==> src/rtl/addsub_pkg.sv <==
// Shared opcode encodings and flag bit positions for the add/sub/accumulate pipeline.
package addsub_pkg;

    typedef enum logic [1:0] {
        OP_ADD     = 2'b00,
        OP_SUB     = 2'b01,
        OP_ACC_ADD = 2'b10,
        OP_ACC_SUB = 2'b11
    } op_e;

    localparam int FLAG_ZERO = 0;
    localparam int FLAG_NEG  = 1;
    localparam int FLAG_OVF  = 2;
    localparam int FLAG_COUT = 3;

endpackage

==> src/rtl/ripple_carry_adder.sv <==
// Combinational WIDTH-bit ripple-carry adder with carry in/out; zero latency, no flow control.
module ripple_carry_adder #(
    parameter int WIDTH = 8
) (
    input  logic [WIDTH-1:0] x,
    input  logic [WIDTH-1:0] y,
    input  logic             cin,
    output logic [WIDTH-1:0] sum,
    output logic             cout
);

    logic [WIDTH:0] carry;

    assign carry[0] = cin;

    for (genvar i = 0; i < WIDTH; i++) begin : g_fa
        assign sum[i]     = x[i] ^ y[i] ^ carry[i];
        assign carry[i+1] = (x[i] & y[i]) | (carry[i] & (x[i] ^ y[i]));
    end

    assign cout = carry[WIDTH];

endmodule

==> src/rtl/pipelined_add_sub_acc.sv <==
// Two-stage add/sub/accumulate: result 2 cycles after accept, stalls via in_ready when S2 is held.
// Define ADDSUB_SAT_EN to saturate overflowing results (and acc) to signed max/min.
module pipelined_add_sub_acc
    import addsub_pkg::*;
#(
    parameter int WIDTH = 8
) (
    input  logic             clk,
    input  logic             rst,
    input  logic             in_valid,
    output logic             in_ready,
    input  logic [WIDTH-1:0] a,
    input  logic [WIDTH-1:0] b,
    input  logic [1:0]       op,
    input  logic             acc_clr,
    output logic             out_valid,
    input  logic             out_ready,
    output logic [WIDTH-1:0] result,
    output logic [3:0]       flags
);

    logic             s1_vld;
    logic [WIDTH-1:0] s1_a;
    logic [WIDTH-1:0] s1_b;
    op_e              s1_op;
    logic [WIDTH-1:0] acc;

    logic             s1_adv;
    logic             accept;
    logic             xfer;

    logic             is_acc;
    logic             is_sub;
    logic [WIDTH-1:0] x_opnd;
    logic [WIDTH-1:0] y_raw;
    logic [WIDTH-1:0] y_opnd;
    logic [WIDTH-1:0] sum;
    logic             cout;
    logic             ovf;
    logic [WIDTH-1:0] res;
    logic [3:0]       nxt_flags;

    assign s1_adv   = !out_valid || out_ready;
    assign in_ready = !s1_vld || s1_adv;
    assign accept   = in_valid && in_ready && !rst;
    assign xfer     = s1_vld && s1_adv;

    assign is_acc = (s1_op == OP_ACC_ADD) || (s1_op == OP_ACC_SUB);
    assign is_sub = (s1_op == OP_SUB) || (s1_op == OP_ACC_SUB);

    // Subtraction is X + ~Y + 1: invert Y here, the +1 enters as carry-in.
    assign x_opnd = is_acc ? acc : s1_a;
    assign y_raw  = is_acc ? s1_a : s1_b;
    assign y_opnd = is_sub ? ~y_raw : y_raw;

    ripple_carry_adder #(.WIDTH(WIDTH)) u_adder (
        .x    (x_opnd),
        .y    (y_opnd),
        .cin  (is_sub),
        .sum  (sum),
        .cout (cout)
    );

    assign ovf = (x_opnd[WIDTH-1] == y_opnd[WIDTH-1]) && (sum[WIDTH-1] != x_opnd[WIDTH-1]);

`ifdef ADDSUB_SAT_EN
    localparam logic [WIDTH-1:0] SMAX = {1'b0, {(WIDTH-1){1'b1}}};
    localparam logic [WIDTH-1:0] SMIN = {1'b1, {(WIDTH-1){1'b0}}};
    // Overflow direction always follows the sign of X.
    assign res = ovf ? (x_opnd[WIDTH-1] ? SMIN : SMAX) : sum;
`else
    assign res = sum;
`endif

    always_comb begin
        nxt_flags            = '0;
        nxt_flags[FLAG_COUT] = cout;
        nxt_flags[FLAG_OVF]  = ovf;
        nxt_flags[FLAG_NEG]  = res[WIDTH-1];
        nxt_flags[FLAG_ZERO] = (res == '0);
    end

    always_ff @(posedge clk) begin
        if (rst) begin
            s1_vld    <= 1'b0;
            s1_a      <= '0;
            s1_b      <= '0;
            s1_op     <= OP_ADD;
            acc       <= '0;
            out_valid <= 1'b0;
            result    <= '0;
            flags     <= '0;
        end else begin
            if (accept) begin
                s1_vld <= 1'b1;
                s1_a   <= a;
                s1_b   <= b;
                s1_op  <= op_e'(op);
            end else if (xfer) begin
                s1_vld <= 1'b0;
            end

            if (xfer) begin
                out_valid <= 1'b1;
                result    <= res;
                flags     <= nxt_flags;
            end else if (out_ready) begin
                out_valid <= 1'b0;
            end

            // Clear wins over a same-cycle ACC transfer, which already used the old acc.
            if (acc_clr) begin
                acc <= '0;
            end else if (xfer && is_acc) begin
                acc <= res;
            end
        end
    end

endmodule
==> config.mk <==
export PLATFORM = sky130hd
export DESIGN_NAME = pipelined_add_sub_acc
export DESIGN_NICKNAME = d
export VERILOG_FILES = /design/src/rtl/addsub_pkg.sv /design/src/rtl/ripple_carry_adder.sv /design/src/rtl/pipelined_add_sub_acc.sv
export SDC_FILE = /design/constraint.sdc
export NUM_CORES = 1
export LEC_CHECK = 0
export CELL_PAD_IN_SITES_DETAIL_PLACEMENT = 0
export CELL_PAD_IN_SITES_GLOBAL_PLACEMENT = 1
export CORE_MARGIN = 1
export CORE_UTILIZATION = 42
export DETAILED_ROUTE_END_ITERATION = 8
export PLACE_DENSITY = 0.85
export SYNTH_ARGS = -nofsm -noshare
export SYNTH_HDL_FRONTEND = slang
export SYNTH_SLANG_ARGS = --single-unit
==> constraint.sdc <==
create_clock -name clk -period 6.8 [get_ports clk]
set_clock_uncertainty 0.15 [all_clocks]
set_input_delay 1.02 -clock clk [delete_from_list [all_inputs] [get_ports clk]]
set_output_delay 1.02 -clock clk [all_outputs]
set_load 0.03 [all_outputs]
==> results of run 1 <==
[tightest hold or removal path, delay by kind of cell, from the launching register on]
| kind | cells | cell delay (ps) |
|---|---|---|
| flip-flops | 1 | 310 |
| AO/OA/AOI/OAI | 2 | 120 |
[worst max-delay path by stage]
stage | slack (ps) | end | start
after floorplan | 2230 | flags[0] | s1_op[1]
after detailed placement | 1720 | flags[0] | s1_op[1]
final | 1710 | flags[0] | s1_op[1]
after global placement | 1800 | flags[0] | s1_op[1]
after global routing | 1370 | flags[0] | s1_op[1]
after CTS | 1680 | flags[0] | s1_op[1]
[sequential cells by signal, indices dropped and copies added, names as in the netlist]
register and count:
result 7, flags 4, out_valid 1, s1_b 8, acc 8, s1_vld 1, s1_op 2, s1_a 8
[cells in the mapped netlist (all sizes together), types with 2 or more instances]
cell	number	share of area, %
nand2b	3	0.95
inv	8	1.5
buf	13	4.2
o32ai	2	1.3
o21ai	22	5.5
or3	2	0.63
nor2	3	0.57
mux2	2	1.1
clkbuf	10	2.0
a31oi	5	1.6
xnor2	4	1.8
dfxtp	39	39
nand3	21	5.3
o31ai	2	0.76
mux2i	13	6.6
nand4	2	0.63
a21oi	30	7.6
a211oi	10	3.8
nand2	3	0.57
fa	7	7.1
xor2	6	2.6
[report_power, final]
part / switching (mW) / internal [mW] / total, mW
combinational: 0.0535 / 0.0484 / 0.102
clock: 0.0760 / 0.0719 / 0.148
sequential: 0.0108 / 0.240 / 0.251
[routing by layer]
layer | GRT usage [%] | share of wire [%] | vias up
met5 | 0 | 0 | -
met4 | 5.78 | 1.1 | 0
met3 | 4.70 | 4.6 | 5
met2 | 28.5 | 46 | 53
met1 | 25.9 | 49 | 790
li1 | - | - | 826
[final cells by class]
type	instances	area, um^2
fill	427	2050
multi-input combinational	149	1050
sequential	39	781
timing repair buffer	39	383
clock buffer	7	76.3
tap	52	65.1
inverter	8	30.0
clock inverter	1	5.00
[placed cells by master (no fill, tap or decap), types with 2 or more instances in the layout]
master,netlist,routed
inv_1,6,6
nand2_1,3,3
clkbuf_1,9,2
clkbuf_8,0,5
nand3_1,21,21
o31ai_1,2,2
nor2_1,3,3
fa_1,7,7
a21oi_1,30,30
nand4_1,2,2
dfxtp_1,39,39
buf_4,5,3
mux2_2,2,2
a211oi_1,10,10
xnor2_1,4,4
xor2_1,6,6
clkdlybuf4s50_1,0,36
or3_1,2,2
a31oi_1,5,5
mux2i_1,13,13
nand2b_1,3,3
inv_2,2,2
o21ai_0,21,21
[stage by stage]
step                      hold WS (ps)  instance area, um^2  instances  util (%)  power [mW]
after CTS                          327                 2390        295      53.8       0.505
final                              324                 2390        295      53.8       0.500
after floorplan                    295                 1980        219         -       0.323
after detailed placement           316                 2310        287      52.0       0.358
after global routing               338                 2390        295      53.8       0.524
after global placement             311                 2310        287      52.0       0.357
[logic make-up after synthesis]
family | share of synthesized area [%]
and+or+nand+nor | 11.1
AOI/OAI and AO/OA | 22.1
buffers and inverters | 7.69
muxes | 7.69
adders and majority gates | 7.69
xor gates and xnor gates | 4.41
DFF | 39.3
==> out/results.ini, run 1 <==
[outcome]
status = complete, but fails checks
failed_checks = DRC

[logic_synthesis]
synth_edf_count = 0
synthesis.area_mm2 = 0.00198
synthesis.nets = 250
yosysUniqueCellTypes = 39
synth-async-reset-ratio_pct = 0
yosysSeqAreaShare_pct = 39.3
synth_warnings = 0
synth_cells = 219
synthFlopType = dfxtp_1
ys_seq_elements = 39
postSynthAreaPerCell_um2 = 9.06

[global_route]
gr-total-overflow = 0
grt_antenna_before_repair = 0
grt_pass1_vias = 1554
grt_max_degree = 36
grt_first_pass_wirelength_um = 7390
grt_usage_pct = 18.6

[critical_path]
critPathBufInv = 4
reg2reg_depth = 16
cp_num_cells = 16
crit_top_cell = fa_1
cp_slowest_cell = dfxtp_1
worstReg2RegEnd = flags[0]
critPathRequiredTime_ps = 6850
crit_chain = buf_4 > mux2i_1 > xor2_1 > fa_1 > fa_1 > fa_1 > inv_1 > fa_1 > inv_1 > fa_1 > fa_1 > inv_1 > fa_1 > nand4b_1 > or3_1 > o32ai_2
r2r-start = s1_op[1]
regToRegSetupSlack_ps = 1710
start_kind = flip-flop
max_stage_delay_ps = 690
cp_top_family = adder cells
crit_fanout = 15
cp_data_arrival_time_ps = 5150
cp-end-kind = flip-flop
crit_type = flip-flop to flip-flop

[final_layout]
num_antenna_cells = 0
area_growth_syn_to_layout_pct = 20.5
drive_above_1_share_pct = 6.17
nets = 273

[floorplanning]
die_h_um = 70.7
core_area_mm2 = 0.00444
start_util_pct = 44.7
die_area_mm2 = 0.00500
die_w_um = 70.7
fp-row-count = 24
ioPinCount = 37

[hold_path]
min_path_type = flip-flop to flip-flop
min_from = s1_b[5]
hold_depth = 2
min_to = s1_b[5]

[placed_design]
io_buffers = 36
gp_congestion = 0.795
place_ws_ps = 1720
dp_hpwl_um = 2900

[timing]
final_max_slew_viol_count = 0
rsz0062_at_grt = no
slew-limit-headroom_pct = 50.9
period_share_pct = 74.9
layout_min_cycle_time_ps = 5090
final.setup.worst_slack_ps = 1710
max_slew.worst_pin.slew_ps = 731
clock.fmax_mhz = 196
setup_viol = 0
setup_tns_ps = 0
finalHoldViolations = 0

[routing]
vias = 1674
viasPerCell = 5.67
drc = 4
drt-pass1-iter-count = 7
ant_nets = 0
routedWlPerCell_um = 14.0
drt-initial-drc-count = 101
finalWirelength_um = 4120

[clocking]
numCtsBuffers = 5
cts_tree = done
clk_pin_slew_ps = 70
cts_buffer_depth = 2
cts_setup_buffers = 0
cts_num_sinks = 39
cts_hold_buffers = 0
root_buffer = clkbuf_8
cts_resized = 0
htreeDepth = 2
clock_latency_ps = 290

[job]
max-cap-violations = 0

[power]
p_leak_nw = 0.810
powerDensity_mw_per_mm2 = 209
vdd_drop_max_mv = 0.111

Power figures use the tool's default switching activity.
==> inputs of run 2 (changes only) <==
--- a/config.mk
+++ b/config.mk
@@ -8,9 +8,9 @@
 export CELL_PAD_IN_SITES_DETAIL_PLACEMENT = 0
 export CELL_PAD_IN_SITES_GLOBAL_PLACEMENT = 1
 export CORE_MARGIN = 1
-export CORE_UTILIZATION = 42
+export CORE_UTILIZATION = 39
 export DETAILED_ROUTE_END_ITERATION = 8
-export PLACE_DENSITY = 0.85
+export PLACE_DENSITY = 0.8
 export SYNTH_ARGS = -nofsm -noshare
 export SYNTH_HDL_FRONTEND = slang
 export SYNTH_SLANG_ARGS = --single-unit
==> constraint.sdc (replaced) <==
create_clock -name clk -period 5.24 [get_ports clk]
set_clock_uncertainty 0.15 [all_clocks]
set_input_delay 0.786 -clock clk [delete_from_list [all_inputs] [get_ports clk]]
set_output_delay 0.786 -clock clk [all_outputs]
set_load 0.03 [all_outputs]
==> run 2 against run 1 <==
  * The flow now finishes without violations
  * Worst hold slack better by 6.0 ps
  * Routed wire length grew 3.6%
  * Via count down 2.3%
  * Sequential share of layout area is 0.60 points lower
  * Sequential power up 29%
  * Clock-buffer cell count rose by 1
  * Setup slack got worse by 1200 ps
  * Critical path type unchanged
  * Critical endpoint unchanged
==> out/results.ini, run 2 (synthesis results as in run 1) <==
[timing]
rsz0062_at_grt = no
period_share_pct = 90.3  ; +15 points
hold_slack_ps = 330  ; +6.01 ps
setup_viol = 0  ; unchanged
layout_min_cycle_time_ps = 4730  ; -363 ps
clock.fmax_mhz = 211  ; +7.7%
finalHoldViolations = 0  ; unchanged
final_max_slew_viol_count = 0  ; unchanged
max_slew.worst_pin.slew_ps = 710  ; -21.1 ps
slew-limit-headroom_pct = 52.5  ; +1.6 points
setup_tns_ps = 0  ; unchanged

[final_layout]
reg_top3 = acc (8), s1_a (8), s1_b (8)
fin_cells = 311  ; +5.4%
layout_commonest_cell = dfxtp_1
area_growth_syn_to_layout_pct = 22.8
nets = 274  ; +0.37%
drive_above_1_share_pct = 6.97  ; +0.79 points
num_antenna_cells = 0  ; unchanged
final_cell_mix = 39 x dfxtp_1, 36 x clkdlybuf4s50_1, 30 x a21oi_1, 21 x o21ai_0, 21 x nand3_1

[routing]
ant_nets = 0  ; unchanged
drc = 0  ; -4
drt-pass1-iter-count = 4  ; -3
viasPerCell = 5.26  ; -7.3%
vias = 1636  ; -2.3%
drt-initial-drc-count = 109  ; +7.9%
routedWlPerCell_um = 13.7  ; -1.7%
finalWirelength_um = 4270  ; +3.6%

[placed_design]
io_buffers = 36  ; unchanged
dp_hpwl_um = 3130  ; +7.9%
place_inst = 303  ; +5.6%
gp_congestion = 0.858  ; +8.0%

[global_route]
grt_antenna_before_repair = 0  ; unchanged
grt_pass1_vias = 1539  ; -0.97%
grt_max_degree = 21  ; -42%
grt_first_pass_wirelength_um = 7440  ; +0.66%
gr-total-overflow = 0  ; unchanged
grt_usage_pct = 17.9  ; -0.72 points

[clocking]
numCtsBuffers = 5  ; unchanged
cts_buffer_depth = 2  ; unchanged
cts_hold_buffers = 0  ; unchanged
root_buffer = clkbuf_8
htreeDepth = 2  ; unchanged
clk_pin_slew_ps = 80  ; about the same
cts_setup_buffers = 0  ; unchanged
cts_tree = done
clock_latency_ps = 290  ; about the same
cts_num_sinks = 39  ; unchanged
cts_resized = 0  ; unchanged

[critical_path]
crit_chain = buf_4 > nand2_1 > a2bb2oi_1 > o21ai_0 > fa_1 > fa_1 > fa_1 > inv_1 > fa_1 > inv_1 > fa_1 > fa_1 > inv_1 > fa_1 > nand4b_1 > or3_1 > o32ai_2
cp_top_family = adder cells
worstReg2RegEnd = flags[0]
r2r-start = s1_op[1]
regToRegSetupSlack_ps = 510  ; -1200 ps
crit_type = flip-flop to flip-flop
max_stage_delay_ps = 480  ; -210 ps
reg2reg_depth = 17  ; +1
cp_slowest_cell = fa_1
start_kind = flip-flop
crit_top_cell = fa_1
crit_fanout = 13  ; -2
critPathBufInv = 4  ; unchanged
cp-end-kind = flip-flop
critPathRequiredTime_ps = 5290  ; -1560 ps
cp_data_arrival_time_ps = 4780  ; -370 ps

[hold_path]
min_from = s1_b[3]
hold_depth = 2  ; unchanged
min_to = s1_b[3]
min_path_type = flip-flop to flip-flop

[floorplanning]
die_w_um = 73.3  ; +3.7%
die_area_mm2 = 0.00538  ; +7.5%
core_area_mm2 = 0.00482  ; +8.4%
die_h_um = 73.3  ; +3.7%
ioPinCount = 37  ; unchanged
start_util_pct = 41.2  ; -3.5 points
fp-row-count = 25  ; +4.2%

[job]
max-cap-violations = 0  ; unchanged

[power]
powerDensity_mw_per_mm2 = 279  ; +33%
p_leak_nw = 0.824  ; +1.8%
vdd_drop_max_mv = 0.134  ; +20%

[outcome]
status = finished clean

run 2: cell types whose count changed in the layout (fill, tap and decap cells not counted):
cell,previous run,this run
buf_4,3,4
clkbuf_1,2,1
clkbuf_8,5,7
clkinv_2,1,0
run 2: worst max path at each step:
stage	start	endpoint	slack (ps)	cells after the start
floorplan	s1_op[1]	flags[0]	670	17
global placement	s1_op[1]	flags[0]	650	17
detailed placement	s1_op[1]	flags[0]	510	17
CTS	s1_op[1]	flags[0]	490	17
global route	s1_op[1]	flags[0]	260	17
finish	s1_op[1]	flags[0]	510	17
run 2: metrics by stage:
step	area (um^2)	worst slack [ps]	util (%)	total power, mW
6_report	2440	510	50.6	0.680
3_5_place_dp	2340	507	48.5	0.467
5_1_grt	2440	265	50.6	0.711
4_1_cts	2440	492	50.6	0.687
2_1_floorplan	1980	666	-	0.419
3_3_place_gp	2340	655	48.5	0.465
run 2: layout make-up:
cell class | instances | area [um^2]
clock buffer | 8 | 100
sequential | 39 | 781
inverter | 8 | 30.0
fill | 495 | 2380
multi-input combinational | 149 | 1050
timing repair buffer | 40 | 390
tap | 67 | 83.8
run 2: layer usage:
metal,global-route usage [%],routed length [um]
met1,24.4,2110
met2,28.3,1960
met3,4.66,157
met4,4.49,38
met5,0,0
run 2: power breakdown:
| group | switching, mW | total, mW | internal, mW |
|---|---|---|---|
| sequential | 0.0131 | 0.324 | 0.311 |
| combinational | 0.0716 | 0.135 | 0.0635 |
| clock | 0.101 | 0.221 | 0.120 |
| total | 0.185 | 0.680 | 0.495 |
run 2: worst min-delay path: stages, from the launching register on:
cell	delay (ps)
dfxtp_1	310
o21ai_0	60
a21oi_1	60
